===== src/rtl/common_lru_pkg.sv =====
// ============================================================================
// Module   : common_lru_pkg
// Purpose  : Heap-index helpers and bit polarity shared by the PLRU blocks.
// Revision : 1.0 - initial release
// ============================================================================
`default_nettype none

package common_lru_pkg;

  localparam logic PLRU_LEFT  = 1'b0;
  localparam logic PLRU_RIGHT = 1'b1;

  function automatic int unsigned heap_parent(input int unsigned n);
    return n >> 1;
  endfunction

  function automatic int unsigned heap_left(input int unsigned n);
    return n << 1;
  endfunction

  function automatic int unsigned heap_right(input int unsigned n);
    return (n << 1) | 32'd1;
  endfunction

  // Depth of a heap node; the root (node 1) is level 0.
  function automatic int unsigned heap_level(input int unsigned n);
    int unsigned lvl;
    lvl = 0;
    for (int i = 1; i < 32; i++) begin
      if ((n >> i) != 0) lvl = i;
    end
    return lvl;
  endfunction

  function automatic int unsigned leaf_to_way(input int unsigned leaf, input int unsigned levels);
    return leaf - (32'd1 << levels);
  endfunction

  function automatic int unsigned way_to_leaf(input int unsigned way, input int unsigned levels);
    return (32'd1 << levels) + way;
  endfunction

endpackage

`default_nettype wire


===== src/rtl/common_pseudo_lru_set_binwr_if.sv =====
// ============================================================================
// Module   : common_pseudo_lru_set_binwr_if
// Purpose  : Touch / query / clear bundle of the multi-set PLRU tracker.
// Revision : 1.0 - initial release
// ============================================================================
`default_nettype none

interface common_pseudo_lru_set_binwr_if #(
  parameter int SUBJECT_COUNT_LOG2 = 2,
  parameter int SET_COUNT_LOG2     = 2
);
  localparam int P_COUNT = 1 << SUBJECT_COUNT_LOG2;
  localparam int SET_W   = (SET_COUNT_LOG2 > 0) ? SET_COUNT_LOG2 : 1;

  logic                          clear;
  logic                          touch_en;
  logic [SET_W-1:0]              touch_set;
  logic [SUBJECT_COUNT_LOG2-1:0] touch_way;
  logic                          q_en;
  logic [SET_W-1:0]              q_set;
  logic [P_COUNT-1:0]            q_dvalid;
  logic [P_COUNT-1:0]            q_lock;
  logic                          q_valid;
  logic [SUBJECT_COUNT_LOG2-1:0] q_way;
  logic                          q_none;

  modport master (
    output clear, touch_en, touch_set, touch_way, q_en, q_set, q_dvalid, q_lock,
    input  q_valid, q_way, q_none
  );

  modport slave (
    input  clear, touch_en, touch_set, touch_way, q_en, q_set, q_dvalid, q_lock,
    output q_valid, q_way, q_none
  );

endinterface

`default_nettype wire


===== src/rtl/common_pseudo_lru_tree_pick.sv =====
// ============================================================================
// Module   : common_pseudo_lru_tree_pick
// Purpose  : Combinational lock-aware PLRU walk from root to victim leaf.
// Revision : 1.0 - initial release
// ============================================================================
`default_nettype none

module common_pseudo_lru_tree_pick
  import common_lru_pkg::*;
#(
  parameter int SUBJECT_COUNT_LOG2 = 2
) (
  input  logic [(1<<SUBJECT_COUNT_LOG2)-1:1] tree,
  input  logic [(1<<SUBJECT_COUNT_LOG2)-1:0] lock,
  output logic [SUBJECT_COUNT_LOG2-1:0]      way,
  output logic                               none
);

  localparam int WAY_W   = SUBJECT_COUNT_LOG2;
  localparam int P_COUNT = 1 << SUBJECT_COUNT_LOG2;

  // True when every way under the given heap node is locked.
  function automatic logic subtree_locked(input logic [P_COUNT-1:0] lk, input int unsigned node);
    int unsigned lvl;
    int unsigned first;
    int unsigned span;
    logic        all;
    lvl   = heap_level(node);
    first = leaf_to_way(node << (WAY_W - lvl), WAY_W);
    span  = 32'd1 << (WAY_W - lvl);
    all   = 1'b1;
    for (int unsigned i = 0; i < P_COUNT; i++) begin
      if (i >= first && i < first + span && !lk[i]) all = 1'b0;
    end
    return all;
  endfunction

  always_comb begin : p_walk
    int unsigned node;
    int unsigned pref;
    int unsigned alt;
    logic        dir;
    node = 1;
    pref = 0;
    alt  = 0;
    dir  = PLRU_LEFT;
    for (int l = 0; l < WAY_W; l++) begin
      dir = PLRU_LEFT;
      for (int unsigned n = 1; n < P_COUNT; n++) begin
        if (n == node) dir = tree[n];
      end
      pref = (dir == PLRU_RIGHT) ? heap_right(node) : heap_left(node);
      alt  = (dir == PLRU_RIGHT) ? heap_left(node)  : heap_right(node);
      node = subtree_locked(lock, pref) ? alt : pref;
    end
    none = &lock;
    way  = none ? '0 : WAY_W'(leaf_to_way(node, WAY_W));
  end

endmodule

`default_nettype wire


===== src/rtl/macro_encoder_onehot_bin.sv =====
// ============================================================================
// Module   : macro_encoder_onehot_bin
// Purpose  : One-hot to binary encoder (OR of the indices of set bits).
// Revision : 1.0 - initial release
// ============================================================================
`default_nettype none

module macro_encoder_onehot_bin #(
  parameter int ONEHOT_WIDTH = 4,
  parameter int BIN_WIDTH    = (ONEHOT_WIDTH > 1) ? $clog2(ONEHOT_WIDTH) : 1
) (
  input  logic [ONEHOT_WIDTH-1:0] onehot,
  output logic [BIN_WIDTH-1:0]    bin
);

  always_comb begin
    bin = '0;
    for (int i = 0; i < ONEHOT_WIDTH; i++) begin
      if (onehot[i]) bin = bin | BIN_WIDTH'(i);
    end
  end

endmodule

`default_nettype wire


===== src/rtl/common_pseudo_lru_set_binwr.sv =====
// ============================================================================
// Module   : common_pseudo_lru_set_binwr
// Purpose  : Per-set tree PLRU tracker with registered invalid-first,
//            lock-aware victim query and write-first touch forwarding.
// Revision : 1.0 - initial release
// ============================================================================
`default_nettype none

module common_pseudo_lru_set_binwr
  import common_lru_pkg::*;
#(
  parameter int SUBJECT_COUNT_LOG2 = 2,
  parameter int SET_COUNT_LOG2     = 2
) (
  input  logic                         clk,
  input  logic                         reset,
  common_pseudo_lru_set_binwr_if.slave bus
);

  localparam int WAY_W   = SUBJECT_COUNT_LOG2;
  localparam int P_COUNT = 1 << SUBJECT_COUNT_LOG2;
  localparam int S_COUNT = 1 << SET_COUNT_LOG2;
  localparam int SET_W   = (SET_COUNT_LOG2 > 0) ? SET_COUNT_LOG2 : 1;

  // Every ancestor of the touched leaf is pointed at its other child.
  function automatic logic [P_COUNT-1:1] touch_apply(input logic [P_COUNT-1:1] tree,
                                                     input logic [WAY_W-1:0]   way);
    logic [P_COUNT-1:1] t;
    int unsigned        leaf;
    int unsigned        lvl;
    t    = tree;
    leaf = way_to_leaf(32'(way), WAY_W);
    for (int unsigned n = 1; n < P_COUNT; n++) begin
      lvl = heap_level(n);
      if ((leaf >> (WAY_W - lvl)) == n)
        t[n] = ((leaf >> (WAY_W - lvl - 1)) == heap_left(n)) ? PLRU_RIGHT : PLRU_LEFT;
    end
    return t;
  endfunction

  logic [P_COUNT-1:1] r_tree [S_COUNT];
  logic [P_COUNT-1:1] w_eff  [S_COUNT];
  logic [P_COUNT-1:1] w_q_tree;

  // w_eff is both the next stored state and the tree the query sees.
  always_comb begin
    w_q_tree = '0;
    for (int s = 0; s < S_COUNT; s++) begin
      w_eff[s] = r_tree[s];
      if (bus.clear)
        w_eff[s] = '0;
      else if (bus.touch_en && bus.touch_set == SET_W'(s))
        w_eff[s] = touch_apply(r_tree[s], bus.touch_way);
      if (bus.q_set == SET_W'(s)) w_q_tree = w_eff[s];
    end
  end

  always_ff @(posedge clk or negedge reset) begin
    if (!reset) begin
      for (int s = 0; s < S_COUNT; s++) r_tree[s] <= '0;
    end else begin
      for (int s = 0; s < S_COUNT; s++) r_tree[s] <= w_eff[s];
    end
  end

  logic [P_COUNT-1:0] w_free;
  logic [P_COUNT-1:0] w_free_low;
  logic [WAY_W-1:0]   w_free_way;
  logic [WAY_W-1:0]   w_tree_way;
  logic               w_tree_none;
  logic [WAY_W-1:0]   w_pick_way;
  logic               w_pick_none;

  assign w_free     = ~bus.q_dvalid & ~bus.q_lock;
  assign w_free_low = w_free & (~w_free + P_COUNT'(1));

  macro_encoder_onehot_bin #(
    .ONEHOT_WIDTH (P_COUNT),
    .BIN_WIDTH    (WAY_W)
  ) u_free_enc (
    .onehot (w_free_low),
    .bin    (w_free_way)
  );

  common_pseudo_lru_tree_pick #(
    .SUBJECT_COUNT_LOG2 (SUBJECT_COUNT_LOG2)
  ) u_tree_pick (
    .tree (w_q_tree),
    .lock (bus.q_lock),
    .way  (w_tree_way),
    .none (w_tree_none)
  );

  always_comb begin
    w_pick_way  = w_tree_way;
    w_pick_none = w_tree_none;
    if (|w_free) begin
      w_pick_way  = w_free_way;
      w_pick_none = 1'b0;
    end
  end

  logic             r_q_valid;
  logic [WAY_W-1:0] r_q_way;
  logic             r_q_none;

  always_ff @(posedge clk or negedge reset) begin
    if (!reset) begin
      r_q_valid <= 1'b0;
      r_q_way   <= '0;
      r_q_none  <= 1'b0;
    end else begin
      r_q_valid <= bus.q_en;
      if (bus.q_en) begin
        r_q_way  <= w_pick_way;
        r_q_none <= w_pick_none;
      end
    end
  end

  assign bus.q_valid = r_q_valid;
  assign bus.q_way   = r_q_way;
  assign bus.q_none  = r_q_none;

endmodule

`default_nettype wire


===== src/flat_wrapper.sv =====
// flat-port wrapper written by rule: the top's interface ports become plain ports
module common_pseudo_lru_set_binwr_flat import common_lru_pkg::*;
#(
  parameter int SUBJECT_COUNT_LOG2 = 2,
  parameter int SET_COUNT_LOG2     = 2
)
  (clk, reset, bus_clear, bus_touch_en, bus_touch_set, bus_touch_way, bus_q_en, bus_q_set, bus_q_dvalid, bus_q_lock, bus_q_valid, bus_q_way, bus_q_none);
  common_pseudo_lru_set_binwr_if #(.SUBJECT_COUNT_LOG2(SUBJECT_COUNT_LOG2), .SET_COUNT_LOG2(SET_COUNT_LOG2)) bus_i ();
  input  logic clk;
  input  logic reset;
  input wire logic [$bits(bus_i.clear)-1:0] bus_clear;
  input wire logic [$bits(bus_i.touch_en)-1:0] bus_touch_en;
  input wire logic [$bits(bus_i.touch_set)-1:0] bus_touch_set;
  input wire logic [$bits(bus_i.touch_way)-1:0] bus_touch_way;
  input wire logic [$bits(bus_i.q_en)-1:0] bus_q_en;
  input wire logic [$bits(bus_i.q_set)-1:0] bus_q_set;
  input wire logic [$bits(bus_i.q_dvalid)-1:0] bus_q_dvalid;
  input wire logic [$bits(bus_i.q_lock)-1:0] bus_q_lock;
  output wire logic [$bits(bus_i.q_valid)-1:0] bus_q_valid;
  output wire logic [$bits(bus_i.q_way)-1:0] bus_q_way;
  output wire logic [$bits(bus_i.q_none)-1:0] bus_q_none;
  assign bus_i.clear = bus_clear;
  assign bus_i.touch_en = bus_touch_en;
  assign bus_i.touch_set = bus_touch_set;
  assign bus_i.touch_way = bus_touch_way;
  assign bus_i.q_en = bus_q_en;
  assign bus_i.q_set = bus_q_set;
  assign bus_i.q_dvalid = bus_q_dvalid;
  assign bus_i.q_lock = bus_q_lock;
  assign bus_q_valid = bus_i.q_valid;
  assign bus_q_way = bus_i.q_way;
  assign bus_q_none = bus_i.q_none;
  common_pseudo_lru_set_binwr #(.SUBJECT_COUNT_LOG2(SUBJECT_COUNT_LOG2), .SET_COUNT_LOG2(SET_COUNT_LOG2)) u_core (.clk(clk), .reset(reset), .bus(bus_i));
endmodule

===== config.mk =====
export PLATFORM = sky130hd
export DESIGN_NAME = common_pseudo_lru_set_binwr_flat
export DESIGN_NICKNAME = d
export VERILOG_FILES = /design/src/rtl/common_lru_pkg.sv /design/src/rtl/common_pseudo_lru_set_binwr_if.sv /design/src/rtl/common_pseudo_lru_tree_pick.sv /design/src/rtl/macro_encoder_onehot_bin.sv /design/src/rtl/common_pseudo_lru_set_binwr.sv /design/src/flat_wrapper.sv
export SDC_FILE = /design/constraint.sdc
export NUM_CORES = 1
export LEC_CHECK = 0
export CAP_MARGIN = 10
export CORE_MARGIN = 5
export CORE_UTILIZATION = 45
export CTS_BUF_LIST = sky130_fd_sc_hd__clkbuf_2
export DETAILED_ROUTE_END_ITERATION = 8
export GPL_TIMING_DRIVEN = 0
export PLACE_DENSITY = 0.72
export SYNTH_ARGS = -nofsm -noshare
export SYNTH_HDL_FRONTEND = slang
export SYNTH_SLANG_ARGS = --single-unit

===== constraint.sdc =====
create_clock -name clk -period 2.8 [get_ports clk]
set_clock_uncertainty 0.05 [all_clocks]
set_input_delay 0.56 -clock clk [delete_from_list [all_inputs] [get_ports clk]]
set_output_delay 0.56 -clock clk [all_outputs]
set_load 0.05 [all_outputs]

==> metrics.md <==
| Metric | Value |
|---|---|
| Mapped Avg Cell Area | `~8.9 sq um` |
| Synth area leader | `dfrtp_1` |
| Worst setup path class | `in -> reg` |
| P&R area growth vs syn | `23.9%` |
| Most numerous cell in the Yosys netlist | `nor2_1` |
| Hold Path Class | `reg -> reg` |
| CP startpoint kind | `input port` |
| Slew HR | `0.526` |
| Clk buf depth | `2` |
| Crit path max fanout | `10` |
| RR Endpoint | `u_core.bus.q_way[0]` |
| Min Hold Slack | `~0.46 ns` |
| Status | `finished, final reports clean` |
| Cell Count, Final, Fillers Out | `between 150 and 200` |
| Post-DP HPWL | `2.02 mm` |
| Switching power | `0.157 mW` |
| Slew @ Worst Pin | `0.709 ns` |
| CP endpoint kind | `flop` |
| Synth unique cells | `47` |
| Port bufs | `20` |
| VDD IR max | `226 uV` |
| Mapped cell area | `between 1000 and 1500 sq um` |
| Starting density of the core | `0.476` |
| Worst setup margin | `0.338 ns` |
| Tot Pwr | `roughly 0.49 mW` |
| Vias in the first global route | `953` |
| Die H | `approximately 59 um` |
| CTS Hold Bufs | `0` |
| Rows | `17` |
| Critical register-to-register path startpoint | `u_core.bus.q_way[0]` |
| Hold path depth | `2` |
| Post-place setup slack | `0.0457 ns` |
| Die X | `58.6 um` |
| Fillers | `~220` |
| CTS resizes | `0` |
| Final Cycle Share | `0.879` |
| Met2 wire length | `1.18 mm` |
| TritonCTS clock tree | `done` |
| DP Cell Count | `167` |
| CTS clock-pin slew for the worst setup and hold paths | `0.14 ns` |
| Power Density | `372 nW/um^2` |
| Top area cells in the synthesized netlist | `dfrtp_1 38%, nor2_1 6.7%, mux2i_1 5.7%, a21oi_1 2.8%, o22ai_1 2.4%` |
| Worst Hold Launch | `u_core.bus.q_none` |
| Min-Delay Endpoint | `u_core.bus.q_none` |
| Tot GR Track Use | `0.165` |
| Fin crit period | `~2.5 ns` |
| Logic pwr share | `0.290` |
| Top-area cell type share of the netlist area | `0.377` |
| Antenna violation net count after detailed routing | `0` |
| Asr flop ratio synth | `1.00` |
| Drt total wl | `2.58 mm` |
| Final Setup Violations | `0` |
| Power Internal | `0.332 mW` |
| WP data required | `slightly below 3 ns` |
| WP data arrival | `2.59 ns` |
| Layout Nets | `163` |
| Fmax | `0.406 GHz` |
| Post-Place Cell Area | `between 1000 and 1500 sq um` |
| Max cap viols | `0` |
| DRT iter0 DRCs | `56` |
| Die footprint | `3430 sq um` |
| Crit. Startpoint | `bus_touch_way[1]` |
| Number of hold violations in the final report | `0` |
| Area of the multi-input gates | `602 sq um` |
| Slew Viols, Final | `0` |
| Post-CTS setup buffer count | `0` |
| Sequential share of power | `0.500` |
| Clk pwr share | `0.210` |
| Ys Warns | `0` |
| Max Used Layer | `met4` |
| Layout cells sized above 1 | `0.105` |
| Largest net degree at the start of global routing | `17` |
| Sequential share of the synthesized area | `0.377` |
| Post-synth EDFFs | `0` |
| Routed len/inst | `15.1 um` |
| Syn nets | `138` |
| DRT Pass-1 Iters | `4` |
| RSZ-0062 raised after global routing | `no` |
| Met3 wire length | `205 um` |
| Design area | `1320 sq um` |
| Total CTS buffers | `3` |
| Initial antenna violation count | `0` |
| Seq cells post-synth | `16` |
| Ports | `23` |
| R2R depth | `5` |
| Final setup TNS | `0 ns` |
| First-pass GRT wire length | `4.44 mm` |
| Post-synth top cells | `19 x nor2_1, 16 x dfrtp_1, 6 x a21oi_1, 6 x mux2i_1, 5 x inv_1` |
| Final routed DRC violation total | `0` |
| M1 wire length | `1.18 mm` |
| Clk root buf | `clkbuf_2` |
| FF/Latch Area | `400 sq um` |
| Global route overflow | `0` |
| Switching share of total power | `0.321` |
| Clk sinks | `16` |
| R2R Setup Slk | `1.25 ns` |
| Main synth FF type | `dfrtp_1` |
| N_diodes | `0` |
| Core ar. | `2230 sq um` |
| DR vias | `1022` |
| Gpl congestion | `0.820` |
| Worst-Skew Late Latency | `approximately 0.29 ns` |
| CTS H-tree lvls | `1` |
| Gate count of the mapped netlist | `119` |
| Fin util | `0.589` |
| Drt via density | `5.98` |
| Leakage Power | `0.549 nW` |
final cells by class:
cell class,instances,share of cell area
multi-input cells,90,0.457
flip-flops and latches,16,0.304
repair buffers,20,0.152
plain buffers,8,0.0314
well taps,28,0.0266
inverters,5,0.0143
clock buffers,3,0.0114
clock inverters,1,0.00285
per-layer routing:
layer / track usage / up-vias
li1: - / 495
met4: 0.0227 / 0
met1: 0.227 / 481
met5: 0 / -
met2: 0.265 / 44
met3: 0.0482 / 2
worst max-delay path by stage:
stage,endpoint,cells after the start,slack [ns]
2_1_floorplan,u_core.bus.q_way[0],6,0.81
3_3_place_gp,u_core.bus.q_way[0],7,0.04
3_5_place_dp,u_core.bus.q_way[0],7,0.05
4_1_cts,u_core.bus.q_way[0],7,0.38
5_1_grt,u_core.bus.q_way[0],7,0.26
6_report,u_core.bus.q_way[0],7,0.34
state kept, by name (all words and copies together) (netlist names):
signal	count
u_core.r_tree	12
u_core.bus.q_way	2
u_core.bus.q_none	1
u_core.bus.q_valid	1
kinds of logic after synthesis:
logic type,count (synthesis),share of synthesized area
compound gates,30,0.204
simple gates,51,0.277
xor+xnor,1,0.00825
buf+inv,13,0.0565
flops,16,0.377
mux,8,0.0777
cells in the final DEF (no fill, tap or decap), types with 2 or more instances in the layout:
cell,instances
a21oi_1,6
a31oi_1,3
buf_2,3
clkbuf_1,3
clkbuf_2,3
clkdlybuf4s50_1,20
dfrtp_1,16
inv_1,5
mux2_2,2
mux2i_1,6
nand2_1,4
nand3_1,4
nand3b_1,3
nor2_1,19
nor2b_1,2
nor4b_1,2
o21ai_0,3
o22ai_1,4
o32ai_1,2
o41ai_1,2
or2_2,2
worst max-delay path: stages:
cell	delay (ns)
clkdlybuf4s50_1	0.44
clkbuf_1	0.22
nor4b_1	0.59
mux2i_1	0.31
o22ai_1	0.09
a211oi_1	0.23
o32ai_1	0.14
power by group through the flow:
stage	Combinational, mW	Sequential, mW	Clock (mW)
2_1_floorplan	0.0637	0.267	0
3_3_place_gp	0.139	0.249	0
3_5_place_dp	0.141	0.249	0
4_1_cts	0.142	0.245	0.106
5_1_grt	0.155	0.246	0.120
6_report	0.142	0.245	0.103
(Power assumes the default switching activity.)
